<file path="config.mk">
export PLATFORM = sky130hd
export DESIGN_NAME = simd_alu_adder_result_stage
export DESIGN_NICKNAME = d
export VERILOG_FILES = /design/src/rtl/simd_alu_pkg.sv /design/src/rtl/simd_alu_adder_result_stage_lane_sat.sv /design/src/rtl/simd_alu_adder_result_stage.sv
export SDC_FILE = /design/constraint.sdc
export NUM_CORES = 2
export LEC_CHECK = 0
export ABC_CLOCK_PERIOD_IN_PS = 32100
export BUFFER_PORTS_ARGS = -buffer_cell sky130_fd_sc_hd__buf_4
export CAP_MARGIN = 20
export CORE_AREA = 5 5 425 427
export DETAILED_ROUTE_END_ITERATION = 8
export DIE_AREA = 0 0 430 432
export GPL_TIMING_DRIVEN = 1
export MAX_ROUTING_LAYER = met4
export PLACE_DENSITY_LB_ADDON = 0.05
export SYNTH_ARGS = -nofsm -noshare
export SYNTH_HDL_FRONTEND = slang
export SYNTH_SLANG_ARGS = --single-unit
</file>
<file path="constraint.sdc">
create_clock -name clk -period 32.1 [get_ports clk]
set_input_delay 3.21 -clock clk [delete_from_list [all_inputs] [get_ports clk]]
set_output_delay 3.21 -clock clk [all_outputs]
set_load 0.1 [all_outputs]
</file>
<file path="src/rtl/simd_alu_pkg.sv">
// Shared SIMD ALU definitions.
// Holds the default vector/mode widths, the lane-mode encodings and the
// buffer entry type used by the adder result stage.
package simd_alu_pkg;

    localparam int unsigned SIMD_DATA_WIDTH            = 256;
    localparam int unsigned SIMD_ADDER_DATA_MODE_WIDTH = 2;
    localparam int unsigned OVF_CNT_WIDTH              = 16;

    localparam logic [SIMD_ADDER_DATA_MODE_WIDTH-1:0] MODE_8B  = 'd0;
    localparam logic [SIMD_ADDER_DATA_MODE_WIDTH-1:0] MODE_16B = 'd1;

    // Contents of one skid-buffer entry: final vector, per-byte flags, raw mode.
    typedef struct packed {
        logic [SIMD_DATA_WIDTH-1:0]            result;
        logic [SIMD_DATA_WIDTH/8-1:0]          lane_ovf;
        logic [SIMD_ADDER_DATA_MODE_WIDTH-1:0] mode;
    } simd_res_entry_t;

    // True when any flag of an entry is set.
    function automatic logic entry_has_ovf(input simd_res_entry_t e);
        return |e.lane_ovf;
    endfunction

endpackage

</file>
<file path="src/rtl/simd_alu_adder_result_stage_lane_sat.sv">
// simd_lane_sat: single-lane overflow detection and saturation (combinational).
// Ports:
//   a_i, b_i     lane operands fed to the adder
//   sum_i        wrap-around lane sum
//   signed_i     1 = two's complement lane, 0 = unsigned lane
//   saturate_i   1 = clamp on overflow
//   res_o        lane result (clamped or wrapped sum)
//   ovf_o        lane overflow flag
module simd_lane_sat
    import simd_alu_pkg::*;
#(
    parameter int unsigned W = 8
) (
    input  logic [W-1:0] a_i,
    input  logic [W-1:0] b_i,
    input  logic [W-1:0] sum_i,
    input  logic         signed_i,
    input  logic         saturate_i,
    output logic [W-1:0] res_o,
    output logic         ovf_o
);

    logic         ovf;
    logic [W-1:0] sat_val;

    always_comb begin
        // Unsigned: a wrapped sum smaller than an operand means a carry out.
        // Signed: same-sign operands producing a differently signed sum.
        if (signed_i) begin
            ovf = (a_i[W-1] == b_i[W-1]) && (sum_i[W-1] != a_i[W-1]);
        end else begin
            ovf = (sum_i < a_i);
        end

        // Signed overflow direction follows the operand sign.
        if (!signed_i) begin
            sat_val = '1;
        end else if (a_i[W-1]) begin
            sat_val = {1'b1, {(W-1){1'b0}}};
        end else begin
            sat_val = {1'b0, {(W-1){1'b1}}};
        end

        res_o = (saturate_i && ovf) ? sat_val : sum_i;
        ovf_o = ovf;
    end

endmodule

</file>
<file path="src/rtl/simd_alu_adder_result_stage.sv">
// simd_alu_adder_result_stage: registered output stage after the SIMD adder.
// Derives per-lane overflow, optionally saturates, buffers results in a
// 2-entry skid buffer (OUT + SKD) and counts overflowing transfers.
// Ports:
//   clk, rst                 clock, asynchronous active-high reset
//   in_valid / in_ready      upstream handshake (in_ready registered)
//   a, b, sum                adder operands and wrapped sum
//   data_mode                0 = 8-bit lanes, 1 = 16-bit lanes, else invalid
//   data_signed, saturate    lane interpretation and clamp enable
//   out_valid / out_ready    downstream handshake
//   result, lane_ovf         final vector and per-byte overflow flags
//   out_mode                 raw data_mode of the presented entry
//   ovf_cnt, ovf_cnt_clr     saturating overflow-transfer counter and its clear
module simd_alu_adder_result_stage
    import simd_alu_pkg::*;
#(
    parameter int unsigned SIMD_DATA_WIDTH            = simd_alu_pkg::SIMD_DATA_WIDTH,
    parameter int unsigned SIMD_ADDER_DATA_MODE_WIDTH = simd_alu_pkg::SIMD_ADDER_DATA_MODE_WIDTH,
    parameter int unsigned OVF_CNT_WIDTH              = simd_alu_pkg::OVF_CNT_WIDTH
) (
    input  logic                                  clk,
    input  logic                                  rst,
    input  logic                                  in_valid,
    output logic                                  in_ready,
    input  logic [SIMD_DATA_WIDTH-1:0]            a,
    input  logic [SIMD_DATA_WIDTH-1:0]            b,
    input  logic [SIMD_DATA_WIDTH-1:0]            sum,
    input  logic [SIMD_ADDER_DATA_MODE_WIDTH-1:0] data_mode,
    input  logic                                  data_signed,
    input  logic                                  saturate,
    output logic                                  out_valid,
    input  logic                                  out_ready,
    output logic [SIMD_DATA_WIDTH-1:0]            result,
    output logic [SIMD_DATA_WIDTH/8-1:0]          lane_ovf,
    output logic [SIMD_ADDER_DATA_MODE_WIDTH-1:0] out_mode,
    output logic [OVF_CNT_WIDTH-1:0]              ovf_cnt,
    input  logic                                  ovf_cnt_clr
);

    localparam int unsigned N8  = SIMD_DATA_WIDTH / 8;
    localparam int unsigned N16 = SIMD_DATA_WIDTH / 16;

    // ---------------- lane units, both modes evaluated in parallel ----------
    logic [SIMD_DATA_WIDTH-1:0] res8;
    logic [SIMD_DATA_WIDTH-1:0] res16;
    logic [N8-1:0]              ovf8;
    logic [N16-1:0]             ovf16;
    logic [N8-1:0]              ovf16_bytes;

    for (genvar i = 0; i < N8; i++) begin : g_l8
        simd_lane_sat #(.W(8)) u_lane (
            .a_i        (a[i*8 +: 8]),
            .b_i        (b[i*8 +: 8]),
            .sum_i      (sum[i*8 +: 8]),
            .signed_i   (data_signed),
            .saturate_i (saturate),
            .res_o      (res8[i*8 +: 8]),
            .ovf_o      (ovf8[i])
        );
    end

    for (genvar i = 0; i < N16; i++) begin : g_l16
        simd_lane_sat #(.W(16)) u_lane (
            .a_i        (a[i*16 +: 16]),
            .b_i        (b[i*16 +: 16]),
            .sum_i      (sum[i*16 +: 16]),
            .signed_i   (data_signed),
            .saturate_i (saturate),
            .res_o      (res16[i*16 +: 16]),
            .ovf_o      (ovf16[i])
        );
        // A 16-bit lane flag covers both of its byte positions.
        assign ovf16_bytes[2*i +: 2] = {2{ovf16[i]}};
    end

    simd_res_entry_t lane_entry;

    always_comb begin
        lane_entry      = '0;
        lane_entry.mode = data_mode;
        case (data_mode)
            MODE_8B: begin
                lane_entry.result   = res8;
                lane_entry.lane_ovf = ovf8;
            end
            MODE_16B: begin
                lane_entry.result   = res16;
                lane_entry.lane_ovf = ovf16_bytes;
            end
            default: ; // invalid mode: zero payload, raw mode still forwarded
        endcase
    end

    // ---------------- skid buffer and counter -------------------------------
    simd_res_entry_t          out_q, out_d;
    simd_res_entry_t          skd_q, skd_d;
    logic                     out_v_q, out_v_d;
    logic                     skd_v_q, skd_v_d;
    logic                     in_ready_q, in_ready_d;
    logic [OVF_CNT_WIDTH-1:0] cnt_q, cnt_d;
    logic                     accept;

    always_comb begin
        out_d   = out_q;
        out_v_d = out_v_q;
        skd_d   = skd_q;
        skd_v_d = skd_v_q;
        accept  = in_valid && in_ready_q;

        if (!out_v_q || out_ready) begin
            // OUT is free this edge. in_ready is low whenever SKD holds data,
            // so a buffered SKD entry and a new acceptance never collide.
            if (skd_v_q) begin
                out_d   = skd_q;
                out_v_d = 1'b1;
                skd_v_d = 1'b0;
            end else if (accept) begin
                out_d   = lane_entry;
                out_v_d = 1'b1;
            end else begin
                out_v_d = 1'b0;
            end
        end else if (accept) begin
            skd_d   = lane_entry;
            skd_v_d = 1'b1;
        end

        in_ready_d = !skd_v_d;

        cnt_d = cnt_q;
        if (ovf_cnt_clr) begin
            cnt_d = '0;
        end else if (accept && entry_has_ovf(lane_entry) && (cnt_q != '1)) begin
            cnt_d = cnt_q + 1'b1;
        end
    end

    always_ff @(posedge clk or posedge rst) begin
        if (rst) begin
            out_q      <= '0;
            skd_q      <= '0;
            out_v_q    <= 1'b0;
            skd_v_q    <= 1'b0;
            in_ready_q <= 1'b1;
            cnt_q      <= '0;
        end else begin
            out_q      <= out_d;
            skd_q      <= skd_d;
            out_v_q    <= out_v_d;
            skd_v_q    <= skd_v_d;
            in_ready_q <= in_ready_d;
            cnt_q      <= cnt_d;
        end
    end

    assign in_ready  = in_ready_q;
    assign out_valid = out_v_q;
    assign result    = out_q.result;
    assign lane_ovf  = out_q.lane_ovf;
    assign out_mode  = out_q.mode;
    assign ovf_cnt   = cnt_q;

endmodule
</file>
==> summary.log <==
[power] Peak supply drop 0.0506 mV
[global_route] remaining global-route overflow 0
[outcome] outcome complete, no violations
[floorplan] die outline area 0.186 mm2
[setup_path] worst reg-to-reg path cell count 6
[setup_path] highest cell delay on the worst timing path 770 ps
[global_route] number of global-route vias before repair 34.0k
[clock_network] number of levels the H-tree was split into 3
[setup_path] worst path bufs/invs 3
[route] drt first pass iters 5
[synthesis] top flip-flop cell by instance count after synthesis sky130_fd_sc_hd__dfrtp_1
[timing] actual transition at the worst max-transition pin 1140 ps
[clock_network] clock latency on the worst-skew pair 710 ps
[timing] period utilization 23.1%
[route] routed length per instance 25.0 um
[timing] setup repair after global routing missed its margin no
[setup_path] cell family contributing the most delay on the critical path compound AO/OA/AOI/OAI gates
[final_layout] storage element area 0.0150 mm2
[clock_network] TritonCTS clock tree yes
[synthesis] count of synthesis-stage warnings from yosys 0
[route] post-DR vias/cell 4.52
[floorplan] die width 430 um
[timing] maximum clock skew at final layout 27.5 ps
[route] wirelength, routed 186 mm
[setup_path] Arr. time, crit path 8000 ps
[placed_design] detailed placement HPWL 140 mm
[global_route] global-route wire length before repair 261 mm
[floorplan] initial cell density of the core 20.1%
[global_route] total routing resource utilization after global routing 19.9%
[timing] Hold Vio Cnt, Final 0
[setup_path] Worst R2R Start skd_v_q
[synthesis] unique cell type count in the Yosys netlist 90
[placed_design] final weighted congestion of routability-driven global placement 0.804
[clock_network] clock-pin slew reported for the worst setup and hold paths after clock tree synthesis 60 ps
[setup_path] nature of the critical path endpoint register
[placed_design] count of input and output buffers 860
[setup_path] maximum fanout along the worst path 8
[setup_path] data required time of the critical path 32680 ps
[synthesis] top area cells in the synthesized netlist sky130_fd_sc_hd__dfrtp_1 (42%), sky130_fd_sc_hd__ha_1 (9.1%), sky130_fd_sc_hd__o21ai_0 (8.8%)
[route] routed vias 33.7k
[timing] maximum frequency from static timing analysis 0.135 GHz
[route] Detailed Route Iter0 Violations 1899
[floorplan] height of the die 432 um
[hold_path] type of the tightest min-delay check reg -> reg
[clock_network] maximum clock path buffer count 3
[floorplan] area of the core region 0.176 mm2
[synthesis] Yosys top cell area share 42.4%
[hold_path] hold depth 2
[final_layout] layout-stage area growth over the synthesis result 34.3%
[setup_path] Worst R2R Setup Slack 27810 ps
[synthesis] cell type contributing the most total cell area after synthesis sky130_fd_sc_hd__dfrtp_1
[setup_path] most used cell along the critical path sky130_fd_sc_hd__buf_4
[clock_network] count of clock tree sinks 599
[global_route] pin count of the biggest net entering global routing 174
[final_layout] count of non-filler cells in the finished layout 7448
[clock_network] CTS Buf Count 88
[synthesis] share of flip-flops with an asynchronous set or reset after synthesis 100%
[floorplan] boundary pin count 1085
[global_route] antenna violations before repair 71
[synthesis] number of enable flip-flop cells after synthesis 0
[power] power per cell area 76.1 mW/mm2
[timing] number of pins with negative max-slew slack in the final report 0
[final_layout] number of fillers in the final layout 19.3k
[synthesis] flip-flop and latch count after synthesis 599
[final_layout] multi-input combinational cell area 0.0184 mm2
[clock_network] CTS root buffer sky130_fd_sc_hd__clkbuf_16
[timing] minimum clock period 7420 ps
[clock_network] post-CTS sizing 0
[synthesis] post-synth net total 5257
[hold_path] start point of the worst hold path skd_q[153]
[setup_path] crit path cell chain buf_4 > inv_1 > ha_1 > nand4_1 > a221oi_1 > buf_4 > o311ai_0 > a21oi_1 > nand2_1 > a2111oi_2 > nand4_4 > nand4_2 > nor2_1 > mux2_1
[setup_path] Crit Reg-Reg Endpoint lane_ovf[14]
[timing] total negative setup slack 0 ps
[timing] slew margin rel. 24.1%
[final_layout] layout cells sized above 1 23.3%
[run] max-capacitance violation count 0
[route] drc violations 0
[placed_design] number of cells in the design after placement 7239
[power] static leakage power 22.6 nW
[synthesis] sequential element share of the synthesized area 42.5%
[setup_path] type of the worst setup path in -> reg
[hold_path] Hold Path End skd_q[153]
[clock_network] Hold Buf Count CTS 0
[floorplan] floorplan row count 154
[timing] number of endpoints failing setup at the final stage 0
[synthesis] number of cells produced by synthesis 4223
[final_layout] Final nets 6026
[setup_path] crit path launch type input pin
[synthesis] cell area after synthesis 0.0353 mm2
[clock_network] number of setup buffers added after CTS 0
[setup_path] CP max stage cell sky130_fd_sc_hd__a2111oi_2
[setup_path] depth of the critical timing path with buffers and inverters included 14
[synthesis] Mapped Avg Cell Area 8.36 um2
[route] number of antenna-violating nets in the routed design 0
==> cell type report <==
class | count | share of cell area, %
Multi-Input combinational cell | 3093 | 38.8
Timing Repair Buffer | 913 | 14.6
Clock buffer | 126 | 5.41
Inverter | 297 | 2.38
Sequential cell | 599 | 31.6
Tap cell | 2340 | 6.17
Clock inverter | 30 | 0.762
Antenna cell | 50 | 0.264
==> registers in the layout, indices dropped and copies added (netlist names) <==
register and flops:
skd_q 290, in_ready 1, ovf_cnt 16, out_valid 1, lane_ovf 32, skd_v_q 1, out_mode 2, result 256
==> worst max path at each step <==
| stage | start | end | slack [ps] |
|---|---|---|---|
| after floorplan | rst | lane_ovf[0] | 12130 |
| final | a[103] | ovf_cnt[11] | 24680 |
| after global routing | a[103] | ovf_cnt[13] | 24420 |
| after detailed placement | a[103] | ovf_cnt[11] | 23780 |
| after CTS | a[103] | ovf_cnt[11] | 24550 |
| after global placement | a[103] | ovf_cnt[11] | 23830 |
==> worst reg2reg max path, cell delays in order, from the launching register on <==
cell	delay (ps)
sky130_fd_sc_hd__dfrtp_4	710
sky130_fd_sc_hd__buf_12	320
sky130_fd_sc_hd__inv_6	890
sky130_fd_sc_hd__nand2_1	230
sky130_fd_sc_hd__nand2_4	800
sky130_fd_sc_hd__buf_4	880
sky130_fd_sc_hd__o21ai_0	300
==> routing by layer <==
metal / track usage [%] / vias up / routed length (um)
li1: - / 16400 / -
met1: 24.6 / 16200 / 81200
met2: 32.3 / 879 / 88100
met3: 5.96 / 175 / 13300
met4: 3.88 / 0 / 3610
met5: - / - / 0
==> power breakdown <==
part / switching, mW / leakage (nW) / internal [mW]
sequential: 0.106 / 7.70 / 0.943
combinational: 1.21 / 13.5 / 0.344
clock: 0.406 / 1.45 / 0.604
==> metrics by stage <==
stage / hold slack, ps / area [um2] / power (mW) / worst slack (ps) / utilization, %
detailed placement: 457 / 44300 / 2.64 / 23780 / 25.2
global route: 484 / 47400 / 3.80 / 24420 / 27.0
CTS: 473 / 47300 / 3.68 / 24550 / 26.9
finish: 469 / 47400 / 3.61 / 24680 / 27.0
floorplan: 441 / 35300 / 2.14 / 12130 / -
global placement: 453 / 44300 / 2.63 / 23830 / 25.2
==> synthesized netlist by cell type, drive strengths merged (29+ instances only) <==
library cell	count
xor2	35
inv	294
nand2	711
nor2	242
a211oi	52
ha	257
and2	29
dfrtp	598
nor3	41
o21ai	661
a21o	36
a31oi	30
mux2	79
or3	41
nand3	65
a21oi	450
buf	44
clkbuf	190
and3	40
==> cells in the final DEF (no fill, tap or decap), types with 20 or more instances in the layout <==
master                      instances
sky130_fd_sc_hd__a211oi_1          50
sky130_fd_sc_hd__a21o_1            36
sky130_fd_sc_hd__a21oi_1          450
sky130_fd_sc_hd__a31oi_1           28
sky130_fd_sc_hd__and2_1            28
sky130_fd_sc_hd__and3_1            40
sky130_fd_sc_hd__buf_4            904
sky130_fd_sc_hd__clkbuf_16         90
sky130_fd_sc_hd__dfrtp_1          597
sky130_fd_sc_hd__diode_2           50
sky130_fd_sc_hd__ha_1             257
sky130_fd_sc_hd__inv_1            290
sky130_fd_sc_hd__mux2_2            77
sky130_fd_sc_hd__mux2i_1           24
sky130_fd_sc_hd__nand2_1          708
sky130_fd_sc_hd__nand2b_1          20
sky130_fd_sc_hd__nand3_1           63
sky130_fd_sc_hd__nand4_1           25
sky130_fd_sc_hd__nor2_1           237
sky130_fd_sc_hd__nor3_1            41
sky130_fd_sc_hd__o211ai_1          22
sky130_fd_sc_hd__o21a_1            25
sky130_fd_sc_hd__o21ai_0          624
sky130_fd_sc_hd__o21ai_1           37
sky130_fd_sc_hd__or3_1             41
sky130_fd_sc_hd__xor2_1            35
==> cell families after synthesis <==
kind of cell,after synthesis,synth area share [%]
xor+xnor,37,0.918
buf+inv,531,5.70
mux,103,3.20
compound gates,1424,23.0
fa+ha+maj,257,9.11
flops,599,42.5
simple gates,1272,15.7
Note: power is estimated with default switching activity, not from simulation.
